## src/rtl/divide_seq.sv

```systemverilog
// Sequential restoring divider: one quotient bit per clock, unsigned or signed
// (two's complement) operands, quotient/remainder/div-by-zero held until the next result.
module divide_seq #(
  parameter int WIDTH = 32
) (
  input  logic             clk,
  input  logic             rst,
  input  logic             start,
  input  logic             signed_op,
  input  logic [WIDTH-1:0] dividend,
  input  logic [WIDTH-1:0] divisor,
  output logic             busy,
  output logic             done,
  output logic [WIDTH-1:0] quotient,
  output logic [WIDTH-1:0] remainder,
  output logic             div_by_zero,
  output logic [1:0]       state_dbg
);

  // Handshake: start is accepted only while IDLE (operands and signed_op are
  // captured on that edge); busy is high for every CALC step; done is a one-cycle
  // pulse with quotient/remainder/div_by_zero valid, and those stay held afterwards.

  localparam int CW = $clog2(WIDTH + 1);

  typedef enum logic [1:0] {
    IDLE = 2'd0,
    CALC = 2'd1,
    DONE = 2'd2
  } state_e;

  state_e           state_q, state_d;
  logic [CW-1:0]    cnt_q, cnt_d;
  logic [WIDTH-1:0] rem_q, rem_d;
  logic [WIDTH-1:0] quo_q, quo_d;
  logic [WIDTH-1:0] den_q, den_d;
  logic [WIDTH-1:0] num_q, num_d;
  logic             qneg_q, qneg_d;
  logic             rneg_q, rneg_d;
  logic             dz_q, dz_d;

  logic             busy_q, busy_d;
  logic             done_q, done_d;
  logic [WIDTH-1:0] quot_q, quot_d;
  logic [WIDTH-1:0] remo_q, remo_d;
  logic             dbz_q, dbz_d;

  logic [WIDTH-1:0] dividend_mag;
  logic [WIDTH-1:0] divisor_mag;
  logic [WIDTH:0]   rem_sh;
  logic             ge;
  logic [WIDTH-1:0] step_rem;
  logic [WIDTH-1:0] q_fin;
  logic [WIDTH-1:0] r_fin;

  assign dividend_mag = (signed_op && dividend[WIDTH-1]) ? -dividend : dividend;
  assign divisor_mag  = (signed_op && divisor[WIDTH-1])  ? -divisor  : divisor;

  // The shifted partial remainder needs one extra bit; after a successful
  // subtract the result is below the divisor, so WIDTH bits suffice to keep it.
  assign rem_sh   = {rem_q, quo_q[WIDTH-1]};
  assign ge       = (rem_sh >= {1'b0, den_q});
  assign step_rem = ge ? (rem_sh[WIDTH-1:0] - den_q) : rem_sh[WIDTH-1:0];

  assign q_fin = qneg_q ? -quo_q : quo_q;
  assign r_fin = rneg_q ? -rem_q : rem_q;

  always_comb begin
    state_d = state_q;
    cnt_d   = cnt_q;
    rem_d   = rem_q;
    quo_d   = quo_q;
    den_d   = den_q;
    num_d   = num_q;
    qneg_d  = qneg_q;
    rneg_d  = rneg_q;
    dz_d    = dz_q;
    busy_d  = 1'b0;
    done_d  = 1'b0;
    quot_d  = quot_q;
    remo_d  = remo_q;
    dbz_d   = dbz_q;
    case (state_q)
      IDLE: begin
        if (start) begin
          num_d  = dividend;
          den_d  = divisor_mag;
          quo_d  = dividend_mag;
          rem_d  = '0;
          qneg_d = signed_op & (dividend[WIDTH-1] ^ divisor[WIDTH-1]);
          rneg_d = signed_op & dividend[WIDTH-1];
          dz_d   = (divisor == '0);
          dbz_d  = 1'b0;
          if (divisor == '0) begin
            state_d = DONE;
          end else begin
            state_d = CALC;
            cnt_d   = CW'(WIDTH);
          end
        end
      end
      CALC: begin
        busy_d = 1'b1;
        rem_d  = step_rem;
        quo_d  = {quo_q[WIDTH-2:0], ge};
        cnt_d  = cnt_q - CW'(1);
        if (cnt_q == CW'(1)) begin
          state_d = DONE;
        end
      end
      DONE: begin
        done_d  = 1'b1;
        state_d = IDLE;
        if (dz_q) begin
          quot_d = '1;
          remo_d = num_q;
          dbz_d  = 1'b1;
        end else begin
          quot_d = q_fin;
          remo_d = r_fin;
          dbz_d  = 1'b0;
        end
      end
      default: begin
        state_d = IDLE;
      end
    endcase
  end

  always_ff @(posedge clk) begin
    if (rst) begin
      state_q <= IDLE;
      cnt_q   <= '0;
      rem_q   <= '0;
      quo_q   <= '0;
      den_q   <= '0;
      num_q   <= '0;
      qneg_q  <= 1'b0;
      rneg_q  <= 1'b0;
      dz_q    <= 1'b0;
      busy_q  <= 1'b0;
      done_q  <= 1'b0;
      quot_q  <= '0;
      remo_q  <= '0;
      dbz_q   <= 1'b0;
    end else begin
      state_q <= state_d;
      cnt_q   <= cnt_d;
      rem_q   <= rem_d;
      quo_q   <= quo_d;
      den_q   <= den_d;
      num_q   <= num_d;
      qneg_q  <= qneg_d;
      rneg_q  <= rneg_d;
      dz_q    <= dz_d;
      busy_q  <= busy_d;
      done_q  <= done_d;
      quot_q  <= quot_d;
      remo_q  <= remo_d;
      dbz_q   <= dbz_d;
    end
  end

  assign busy        = busy_q;
  assign done        = done_q;
  assign quotient    = quot_q;
  assign remainder   = remo_q;
  assign div_by_zero = dbz_q;
  assign state_dbg   = state_q;

endmodule

```

## config.mk

```make
export PLATFORM = sky130hd
export DESIGN_NAME = divide_seq
export DESIGN_NICKNAME = d
export VERILOG_FILES = /design/src/rtl/divide_seq.sv
export SDC_FILE = /design/constraint.sdc
export NUM_CORES = 1
export LEC_CHECK = 0
export BUFFER_PORTS_ARGS = -buffer_cell sky130_fd_sc_hd__clkbuf_2
export CAP_MARGIN = 25
export CORE_ASPECT_RATIO = 1.1
export CORE_MARGIN = 4
export CORE_UTILIZATION = 53
export CTS_BUF_LIST = sky130_fd_sc_hd__clkbuf_2 sky130_fd_sc_hd__clkbuf_4 sky130_fd_sc_hd__clkbuf_8
export DETAILED_ROUTE_END_ITERATION = 6
export HOLD_SLACK_MARGIN = 0.15
export MAX_ROUTING_LAYER = met4
export PLACE_DENSITY = 0.83
export SLEW_MARGIN = 0
export SYNTH_ARGS = -nofsm -noshare
export SYNTH_HDL_FRONTEND = slang
export SYNTH_SLANG_ARGS = --single-unit
```

## constraint.sdc

```tcl
create_clock -name clk -period 5.6 [get_ports clk]
set_input_delay 1.68 -clock clk [delete_from_list [all_inputs] [get_ports clk]]
set_output_delay 1.68 -clock clk [all_outputs]
set_load 0.05 [all_outputs]
```

After elaboration in Yosys (flattened, before gate mapping)
Cells that the tools add are included.
Widths: inputs -> output; s select.
{ "op_classes": {"addsub": 6, "magnitude_cmp": 1, "eq_ne": 6, "muxes": 23, "bitwise": 3, "reduce_logical": 11} }
{ "op_table": {"columns": ["operator", "count"], "rows": [
  ["$mux 32", 9],
  ["$neg 32->32", 4],
  ["$pmux 32 s2", 2],
  ["$ge 33x32->1", 1],
  ["$logic_not 32->1", 1],
  ["$sub 32x32->32", 1],
  ["$mux 6", 2],
  ["$pmux 6 s2", 1],
  ["$reduce_and 2->1", 4],
  ["$eq 6x1->1 const B", 1],
  ["$mux 2", 3],
  ["$ne 2x2->1 const B", 3],
  ["$sub 6x1->6 const B", 1],
  ["$mux 1", 4],
  ["$pmux 2 s2", 1],
  ["$reduce_bool 2->1", 2],
  ["$reduce_and 3->1", 1],
  ["$and 1x1->1", 2],
  ["$eq 2x1->1 const B", 1],
  ["$eq 2x2->1 const B", 1],
  ["$logic_and 1x1->1", 2],
  ["$logic_not 2->1", 1],
  ["$pmux 1 s2", 1],
  ["$xor 1x1->1", 1]
]} }
{ "word_totals": {"register_bits": 206, "inputBits": 68} }

Longest topological paths before layout
Gate-level depths: netlist of the first run.
{ "logic_depth": {"word_depth": 4, "mapped_depth": 14, "mapped_depth_nobuf": 14} }

Worst setup path before layout of the first run
No wires, ideal clock.
{ "synth_timing": {"kind": "input port to flip-flop", "startpoint": "input port divisor[2]", "endpoint": "register cnt_q[4]", "setup_time_ps": 132, "arrival_time_ps": 4337, "required_ps": 5468, "path_slack_ps": 1131, "cell_stages": 10, "cell_sequence": "or4_1 -> nor4b_1 -> nand4_1 -> or4_1 -> nor4_1 -> a21oi_1 -> nand2_1 -> or3_1 -> xor2_1 -> nor3_1"} }
{ "synth_between": {"elab_chain_cells": 3} }
{ "synth_lines": {"columns": ["item", "line", "source"], "rows": [
  ["start: declaration", "11", "input logic [WIDTH-1:0] divisor,"],
  ["$logic_not 32->1", "94", "if (divisor == '0) begin"],
  ["$ne 2x2->1 (no line)", null, null],
  ["$reduce_and 3->1 (no line)", null, null],
  ["end signal: assignment", "148", "cnt_q <= cnt_d;"],
  ["end: declaration", "33", "logic [CW-1:0] cnt_q, cnt_d;"]
]} }
Every way passes these cells.
A chain may end at the register's enable or synchronous reset.

Worst setup path after layout of the first run
Same ends and word-level chain as after synthesis.

==> results of run 1 <==
[kinds of logic after synthesis]
group / share of synthesized area [%]
compound gates: 23.0
mux: 2.38
buf+inv: 4.59
xor+xnor: 10.9
fa+ha+maj: 4.21
flops: 35.0
simple gates: 20.0
[final cells by class]
class / count / area [um^2] / share of cell area [%]
clock buffers: 49 / 618 / 4.62
clock inverters: 6 / 88.8 / 0.665
inverters: 52 / 195 / 1.46
multi-input cells: 1169 / 7130 / 53.4
repair buffers: 153 / 843 / 6.31
flip-flops and latches: 206 / 4130 / 30.9
well taps: 290 / 363 / 2.71
[cells in the final DEF (no fill, tap or decap), types with 4 or more instances in the layout]
cell type	count
nand3b_1	4
mux2i_1	28
xnor2_1	55
buf_4	16
or4_1	6
clkbuf_2	135
a31oi_1	5
nor2_1	153
dfxtp_1	205
a222oi_1	31
nand3_1	18
inv_1	51
xor2_1	91
nor4_1	16
a21oi_1	125
a311oi_1	7
a21o_1	11
o21ai_0	117
or3_1	15
and3_1	6
nand2b_1	9
o31ai_1	23
or4_4	4
a211oi_1	55
nand4_1	6
and2_1	8
nand2_1	244
nor3_1	25
o2bb2a_1	4
ha_1	38
nor2b_1	7
o41ai_1	17
clkbuf_8	40
clkbuf_4	9
[critical path, delay by kind of cell]
kind / cells / cell delay (ns)
buffers and inverters: 2 / 0.31
AOI/OAI and AO/OA: 1 / 0.23
xor gates and xnor gates: 1 / 0.15
and+or+nand+nor: 8 / 2.37
[registers in the layout, summed over array words and instances, names as in the netlist, 2 cells and up]
register / count
remainder: 32
rem_q: 32
quotient: 32
quo_q: 32
state_dbg: 2
den_q: 32
cnt_q: 6
num_q: 32
[through the flow]
stage	total power, mW	hold slack [ns]
3_3_place_gp	3.58	0.438
2_1_floorplan	3.21	0.431
3_5_place_dp	3.62	0.447
5_1_grt	5.31	0.474
4_1_cts	5.03	0.455
6_report	5.02	0.451
[cells in the mapped netlist (all sizes together), types with 9 or more instances]
master and n:
or4 10, clkbuf 86, or3 17, o41ai 18, nor3 25, a21oi 125
nand2 244, nor4 16, nor2 154, nand2b 9, ha 38, xnor2 55
inv 51, nand3 18, a21o 11, nor2b 9, and2 9, o31ai 23
o21ai 117, mux2i 28, xor2 91, dfxtp 206, a222oi 31, a211oi 56
[where the power goes]
part           switching, mW  total, mW  internal (mW)
registers              0.149       1.74           1.60
logic                   1.13       1.88          0.747
clock network          0.599       1.40          0.799
total                   1.88       5.02           3.14
[worst max path at each step]
stage,slack [ns],endpoint,cells past startpoint,from
3_5_place_dp,0.67,cnt_q[4]$_SDFFE_PP0P_,12,divisor[2]
5_1_grt,0.99,cnt_q[4]$_SDFFE_PP0P_,12,divisor[2]
2_1_floorplan,1.13,cnt_q[4]$_SDFFE_PP0P_,10,divisor[2]
6_report,1.20,cnt_q[4]$_SDFFE_PP0P_,12,divisor[2]
3_3_place_gp,0.76,cnt_q[4]$_SDFFE_PP0P_,12,divisor[2]
4_1_cts,1.22,cnt_q[4]$_SDFFE_PP0P_,12,divisor[2]
[per-layer routing]
metal / vias to the layer above / GRT usage (%) / part of all wire [%]
li1: 5568 / - / -
met1: 5136 / 30.8 / 44
met2: 370 / 40.7 / 46
met3: 81 / 3.59 / 6.8
met4: 0 / 8.94 / 3.2
met5: - / - / 0
==> results.json, run 1 <==
{
  "place_ws_ns": 0.670,
  "hold_viol_final": 0,
  "cp_data_arrival_time_ns": 4.76,
  "avgViaCountPerCell": 5.79,
  "remaining_drc_errors": 0,
  "worst_slack_ns": 1.20,
  "max-vdd-ir-drop_v": 0.000167,
  "root_buffer": "clkbuf_8",
  "core-area_um2": 21600,
  "dp.cells": 1868,
  "fin_crit_sh_pct": 78.5,
  "wl_um": 30600,
  "worstPathCellList": "clkbuf_2 -> or4_1 -> nor4b_1 -> buf_4 -> nand4_1 -> or4_1 -> nor4_1 -> a21oi_1 -> nand2_1 -> or3_1 -> xor2_1 -> nor3_1",
  "powerDensity_nw_per_um2": 376,
  "crit_path_end_kind": "register",
  "fin_cells": 1925,
  "drtIter0Drc": 1078,
  "clk_path_buf_depth": 3,
  "die_h_um": 164,
  "whs_endpoint": "remainder[9]$_SDFFE_PP0P_",
  "postCtsSetupBuffers": 0,
  "cp-start-kind": "primary input",
  "ys_seq_area_share_pct": 35.0,
  "cpMostUsedCell": "or4_1",
  "yosysTopAreaCellShare_pct": 35.0,
  "setup_violations": 0,
  "hold_path.class": "register to register",
  "final_max_slew_viol_count": 0,
  "maxCapViolCount": 0,
  "crit_required_ns": 5.96,
  "portBuffers": 136,
  "n_antenna_cell": 0,
  "grt_usage_pct": 24.6,
  "status": "finished, final reports clean",
  "setup_tns_ns": 0,
  "ys_seq_elements": 206,
  "min-delay-start": "remainder[9]$_SDFFE_PP0P_",
  "gr-total-overflow": 0,
  "slew_headroom_pct": 31.3,
  "p_leak_nw": 5.25,
  "ys.flop_type": "dfxtp_1",
  "skew_ns": 0.0337,
  "place.gp.congestion": 0.923,
  "fmax_mhz": 228,
  "routedWlPerCell_um": 15.9,
  "cts_hold_buf": 0,
  "cts-buffers-inserted": 34,
  "critPathMaxStageDelay_ns": 0.59,
  "slowest_stage": "or4_1",
  "dp_hpwl_um": 22200,
  "fp-row-count": 56,
  "final_nets": 1723,
  "final_util_pct": 61.9,
  "ys_async_sr_fraction_pct": 0,
  "rsz0062_at_grt": "false",
  "rr_endpoint": "quotient[27]$_SDFFE_PP0P_",
  "grt_pass1_vias": 10400,
  "reg2reg_setup_slack_ns": 1.86,
  "yosysTopAreaCell": "dfxtp_1",
  "reg2reg_depth": 10,
  "initial_core_util_pct": 54.6,
  "antenna_found_initial": 0,
  "syn_area_um2": 11800,
  "die_x_um": 150,
  "ant_nets": 0,
  "placed_cell_area_um2": 12600,
  "num_io_pins": 137,
  "cts_tree": "done",
  "fillerInstances": 1999,
  "dieArea_um2": 24700,
  "syn_area_per_cell_um2": 7.75,
  "synth_edf_count": 0,
  "ctsHtreeMaxLevel": 2,
  "grt_max_degree": 102,
  "vias": 11200,
  "cts.sinks": 206,
  "synthTopCellsByArea": "dfxtp_1, nand2_1, xor2_1",
  "detail_route.first_pass.iterations": 6,
  "clk_pin_slew_ns": 0.06,
  "hold_depth": 2,
  "cp_max_fo": 6,
  "netlist_instances": 1519,
  "drive_gt1_share_pct": 13.8,
  "synth_cell_type_count": 58,
  "worstSkewPairLatency_ns": 0.54,
  "syn-num-nets": 1626,
  "ctsResizeCount": 0,
  "stdcell_area_um2": 13400,
  "grt_pass1_wl_um": 49400,
  "area_growth_pct": 13.5,
  "tightest_slew_ns": 1.03,
  "yosysWarnings": 0,
  "rr_startpoint": "quo_q[10]$_SDFFE_PP0P_",
  "fin_crit_ns": 4.40,
  "crit_type": "primary input to register"
}
Power figures use the tool's default switching activity.
==> run 2, diff against run 1 <==
Settings changed: ABC_AREA from default to 1.
Clock period 5.6 ns to 4.6 ns, I/O delays scaled along.
==> run 2 against run 1 <==
Against the previous run: core utilization is 1.5 points lower; flip-flop and latch count unchanged; synthesized cell count increased by 50%.
==> results.json, run 2 <==
{
  "status": "finished, final reports clean",
  "setup_tns_ns": 0,
  "cp_data_arrival_time_ns": 3.60,
  "fin_crit_sh_pct": 68.7,
  "area_growth_pct": 12.0,
  "setup_violations": 0,
  "synthTopCellsByArea": "dfxtp_1, nand2_1, inv_1",
  "synth_common_cells": "nand2_1, inv_1, nor2_1, nand3_1, dfxtp_1",
  "tightest_slew_ns": 0.989,
  "grt_max_degree": 69,
  "final_util_pct": 60.4,
  "dp.cells": 2702,
  "max-vdd-ir-drop_v": 0.000417,
  "clk_pin_slew_ns": 0.06,
  "routedWlPerCell_um": 18.0,
  "final_cell_mix": "nand2_1, inv_1, nor2_1",
  "postCtsSetupBuffers": 0,
  "synth_edf_count": 0,
  "yosysWarnings": 0,
  "fillerInstances": 2643,
  "ys_async_sr_fraction_pct": 0,
  "crit_required_ns": 5.04,
  "dieArea_um2": 29300,
  "netlist_instances": 2282,
  "fin_crit_ns": 3.16,
  "synth_cell_type_count": 53,
  "cp-start-kind": "primary input",
  "die_h_um": 179,
  "dp_hpwl_um": 38500,
  "ys_seq_elements": 206,
  "crit_path_end_kind": "register",
  "final_max_slew_viol_count": 0,
  "ys_seq_area_share_pct": 29.3,
  "clk_path_buf_depth": 3,
  "cts-buffers-inserted": 37,
  "fin_cells": 2770,
  "syn_area_um2": 14100,
  "cp_max_fo": 32,
  "fp-row-count": 62,
  "synth.most_common_cell": "nand2_1",
  "antenna_found_initial": 1,
  "gr-total-overflow": 0,
  "grt_pass1_wl_um": 77400,
  "placed_cell_area_um2": 15000,
  "p_leak_nw": 7.90,
  "rsz0062_at_grt": "false",
  "avgViaCountPerCell": 5.61,
  "grt_usage_pct": 34.4,
  "ctsResizeCount": 0,
  "die_x_um": 163,
  "ys.flop_type": "dfxtp_1",
  "layout_commonest_cell": "nand2_1",
  "vias": 15600,
  "stdcell_area_um2": 15800,
  "root_buffer": "clkbuf_8",
  "cts_tree": "done",
  "grt_pass1_vias": 14500,
  "cts.sinks": 206,
  "slew_headroom_pct": 34.0,
  "syn_area_per_cell_um2": 6.18,
  "maxCapViolCount": 0,
  "powerDensity_nw_per_um2": 412,
  "place.gp.congestion": 1.04,
  "worstSkewPairLatency_ns": 0.55,
  "detail_route.first_pass.iterations": 6,
  "skew_ns": 0.0301,
  "yosysTopAreaCellShare_pct": 29.3,
  "total_power_mw": 6.50,
  "core-area_um2": 26100,
  "num_io_pins": 137,
  "wl_um": 50000,
  "ctsHtreeMaxLevel": 2,
  "drtIter0Drc": 1595,
  "portBuffers": 136,
  "hold_path.class": "register to register",
  "drive_gt1_share_pct": 12.2,
  "cts_hold_buf": 0,
  "ant_nets": 0,
  "remaining_drc_errors": 0,
  "hold_viol_final": 0,
  "initial_core_util_pct": 53.9,
  "fmax_mhz": 316,
  "final_nets": 2496,
  "yosysTopAreaCell": "dfxtp_1",
  "syn-num-nets": 2389,
  "crit_type": "primary input to register"
}
## run 2: cell types whose count changed in the layout (fill, tap and decap cells not counted), sizes merged, moves of 28 or more
| cell | delta |
|---|---|
| inv | +292 |
| mux2i | -28 |
| a211oi | -44 |
| xor2 | -55 |
| a222oi | -31 |
| nor2 | +106 |
| xnor2 | -40 |
| nand3 | +212 |
| nand2 | +354 |
## run 2: worst paths after layout
check,start,end,slack (ns),cells after the start
worst min-delay path,num_q[31]$_SDFFE_PP0P_,num_q[31]$_SDFFE_PP0P_,0.46,2
worst max-delay path,dividend[31],quo_q[28]$_SDFFE_PP0P_,1.44,11
worst min register to register,num_q[31]$_SDFFE_PP0P_,num_q[31]$_SDFFE_PP0P_,0.46,2
worst max register to register,state_dbg[1]$_SDFFE_PP0P_,remainder[13]$_SDFFE_PP0P_,1.71,9
## run 2: area by class of cell
class / instances / area, um^2 / share of cell area [%]
Antenna cell: 1 / 2.50 / 0.0158
Inverter: 346 / 1300 / 8.22
Timing Repair Buffer: 154 / 831 / 5.26
Clock buffer: 58 / 729 / 4.62
Tap cell: 352 / 440 / 2.79
Sequential cell: 206 / 4120 / 26.1
Multi-Input combinational cell: 1644 / 8280 / 52.4
Clock inverter: 9 / 83.8 / 0.531
## run 2: report_power, final
group	internal (mW)	total, mW	switching [mW]
clock	1.07	1.87	0.802
sequential	1.92	2.07	0.141
combinational	0.777	2.57	1.79
total	3.77	6.50	2.73
## run 2: logic make-up after synthesis
logic type	synth area share [%]
compound gates	15.3
xor+xnor	3.17
fa+ha+maj	3.52
buf+inv	12.0
flops	29.3
simple gates	36.7
## run 2: metal layers
metal | up-vias | track usage [%] | share of wire [%]
met3 | 110 | 5.75 | 8.4
li1 | 7613 | - | -
met4 | 0 | 11.4 | 3.6
met5 | - | - | 0
met2 | 691 | 53.9 | 45
met1 | 7139 | 45.7 | 43
## run 2: worst max-delay path: stages
cell and delay, ns:
clkbuf_2 0.12, nand2_1 0.28, inv_1 0.53, nand2_1 0.24
o21ai_1 0.13, a21oi_2 0.49, nand3_1 0.16, nand2_1 0.10
nand3_1 0.06, nand2_1 0.06, inv_1 0.04
## run 2: through the flow
stage	setup WS, ns	hold WS [ns]
floorplan	1.81	0.425
global placement	1.03	0.437
detailed placement	1.00	0.448
CTS	1.56	0.456
global route	1.17	0.484
finish	1.44	0.460
==> run 3, diff against run 2 <==
Settings changed: ABC_AREA 1 to 0, PLACE_DENSITY 0.83 to 0.86.
Clock period 4.6 ns to 2.82 ns, I/O delays scaled along.
==> run 3 against run 2 <==
Against the previous run: the flow now finishes with violations (negative setup slack); global-route usage down 5.5 points; via count shrank 19%; clock-buffer cell count down 9; wire length fell by 24%; clock skew decreased by 0.0080 ns; critical path type is now register to register; largest power group unchanged.
==> results.json, run 3 (synthesized netlist as in run 1, its figures left out) <==
{
  "detail_route.first_pass.iterations": 7,
  "fin_crit_sh_pct": 127,
  "routedWlPerCell_um": 18.0,
  "cts-buffers-inserted": 35,
  "ctsHtreeMaxLevel": 2,
  "grt_usage_pct": 29.0,
  "powerDensity_nw_per_um2": 780,
  "final_max_slew_viol_count": 0,
  "cp-start-kind": "register",
  "stdcell_area_um2": 15500,
  "place_ws_ns": -0.757,
  "wl_um": 37900,
  "cts_tree": "done",
  "maxCapViolCount": 0,
  "fillerInstances": 1567,
  "drtIter0Drc": 1321,
  "die_h_um": 164,
  "drive_gt1_share_pct": 29.0,
  "cp_max_fo": 3,
  "place.gp.congestion": 0.948,
  "crit_type": "register to register",
  "fp-row-count": 56,
  "ant_nets": 0,
  "p_leak_nw": 6.28,
  "max-vdd-ir-drop_v": 0.000437,
  "final_cell_mix": "nand2_1, dfxtp_1, buf_4",
  "dp_hpwl_um": 25000,
  "n_antenna_cell": 0,
  "portBuffers": 136,
  "dr_wl_met3_um": 3240,
  "core-area_um2": 21600,
  "fmax_mhz": 279,
  "hold_path.class": "register to register",
  "crit_required_ns": 3.21,
  "clk_pin_slew_ns": 0.06,
  "rsz0062_at_grt": "true",
  "worst_slack_ns": -0.764,
  "cts_hold_buf": 0,
  "cp_data_arrival_time_ns": 3.97,
  "setup_violations": 47,
  "grt_pass1_vias": 11800,
  "clk_path_buf_depth": 3,
  "gr-total-overflow": 0,
  "maxUsedRoutingLayer": "met4",
  "final_nets": 1896,
  "remaining_drc_errors": 0,
  "dieArea_um2": 24700,
  "num_io_pins": 137,
  "placed_cell_area_um2": 14000,
  "crit_path_end_kind": "register",
  "layout_commonest_cell": "nand2_1",
  "cts.sinks": 206,
  "avgViaCountPerCell": 6.02,
  "antenna_found_initial": 0,
  "tightest_slew_ns": 0.943,
  "skew_ns": 0.0221,
  "worstSkewPairLatency_ns": 0.55,
  "violations": "negative setup slack",
  "fin_crit_ns": 3.58,
  "root_buffer": "clkbuf_8",
  "wl_met2_um": 18500,
  "slew_headroom_pct": 37.1,
  "grt_pass1_wl_um": 57400,
  "vias": 12700,
  "hold_viol_final": 0,
  "area_growth_pct": 31.8,
  "status": "finished with violations",
  "grt_max_degree": 168,
  "die_x_um": 150,
  "drt-met1-wl_um": 14300,
  "initial_core_util_pct": 54.6
}
==> run 3: cell types whose count changed in the layout (fill, tap and decap cells not counted), sizes merged, moves of 21 or more <==
cell,before,now
buf,19,190
a211oi,12,56
a222oi,0,31
o21ai,140,117
nor2,260,154
nand4,28,6
nand2,598,244
o31ai,2,23
mux2i,0,28
xor2,36,91
a31oi,32,5
inv,344,54
nand3,230,18
xnor2,15,55
==> run 3: worst paths after layout <==
path,cells after the start,start,to,slack [ns]
worst max register to register,9,quo_q[10]$_SDFFE_PP0P_,quotient[31]$_SDFFE_PP0P_,-0.76
worst min register to register,2,remainder[20]$_SDFFE_PP0P_,remainder[20]$_SDFFE_PP0P_,0.45
worst min-delay path,2,remainder[20]$_SDFFE_PP0P_,remainder[20]$_SDFFE_PP0P_,0.45
worst max-delay path,9,quo_q[10]$_SDFFE_PP0P_,quotient[31]$_SDFFE_PP0P_,-0.76
==> run 3: what timing repair did <==
item	in CTS	in global routing
gates resized for setup	95	67
setup buffers	16	6
pin swaps	32	42
endpoints found under the setup margin	51	56
cloned	3	0
==> run 3: final cells by class <==
class | count | area, um^2 | area share (%)
clock inverters | 12 | 103 | 0.661
multi-input cells | 1169 | 7870 | 50.7
well taps | 290 | 363 | 2.34
flip-flops and latches | 206 | 4150 | 26.7
repair buffers | 325 | 2210 | 14.2
clock buffers | 49 | 624 | 4.02
inverters | 52 | 200 | 1.29
==> run 3: metal layers <==
metal	track usage, %	up-vias
li1	-	5932
met1	33.8	5838
met2	49.8	723
met3	4.30	170
met4	12.1	0
met5	-	-
==> run 3: power breakdown <==
group          internal, mW  total, mW  leakage, nW  switching [mW]
clock                  1.54       2.82        0.392            1.28
sequential             3.17       3.46         1.69           0.286
combinational          2.66       5.82         4.20            3.16
==> run 3: through the flow <==
| step | hold slack [ns] | instances | setup TNS (ns) | utilization, % | power (mW) |
|---|---|---|---|---|---|
| finish | 0.454 | 2103 | -9.03 | 71.9 | 12.1 |
| global route | 0.472 | 2103 | -12.70 | 71.9 | 12.6 |
| CTS | 0.454 | 2097 | -5.38 | 70.3 | 11.5 |
| detailed placement | 0.445 | 2017 | -16.81 | 64.8 | 7.98 |
| global placement | 0.441 | 2017 | -11.95 | 64.8 | 7.83 |
| floorplan | 0.431 | 1519 | -4.74 | - | 6.61 |
==> run 3: critical path: stages (launching register included) <==
cell	delay, ns
dfxtp_2	0.32
or4_4	0.53
or4_4	0.43
or3_4	0.35
or4_4	0.43
or3_4	0.39
or4_4	0.48
o41ai_4	0.23
xnor2_1	0.18
a211oi_2	0.10
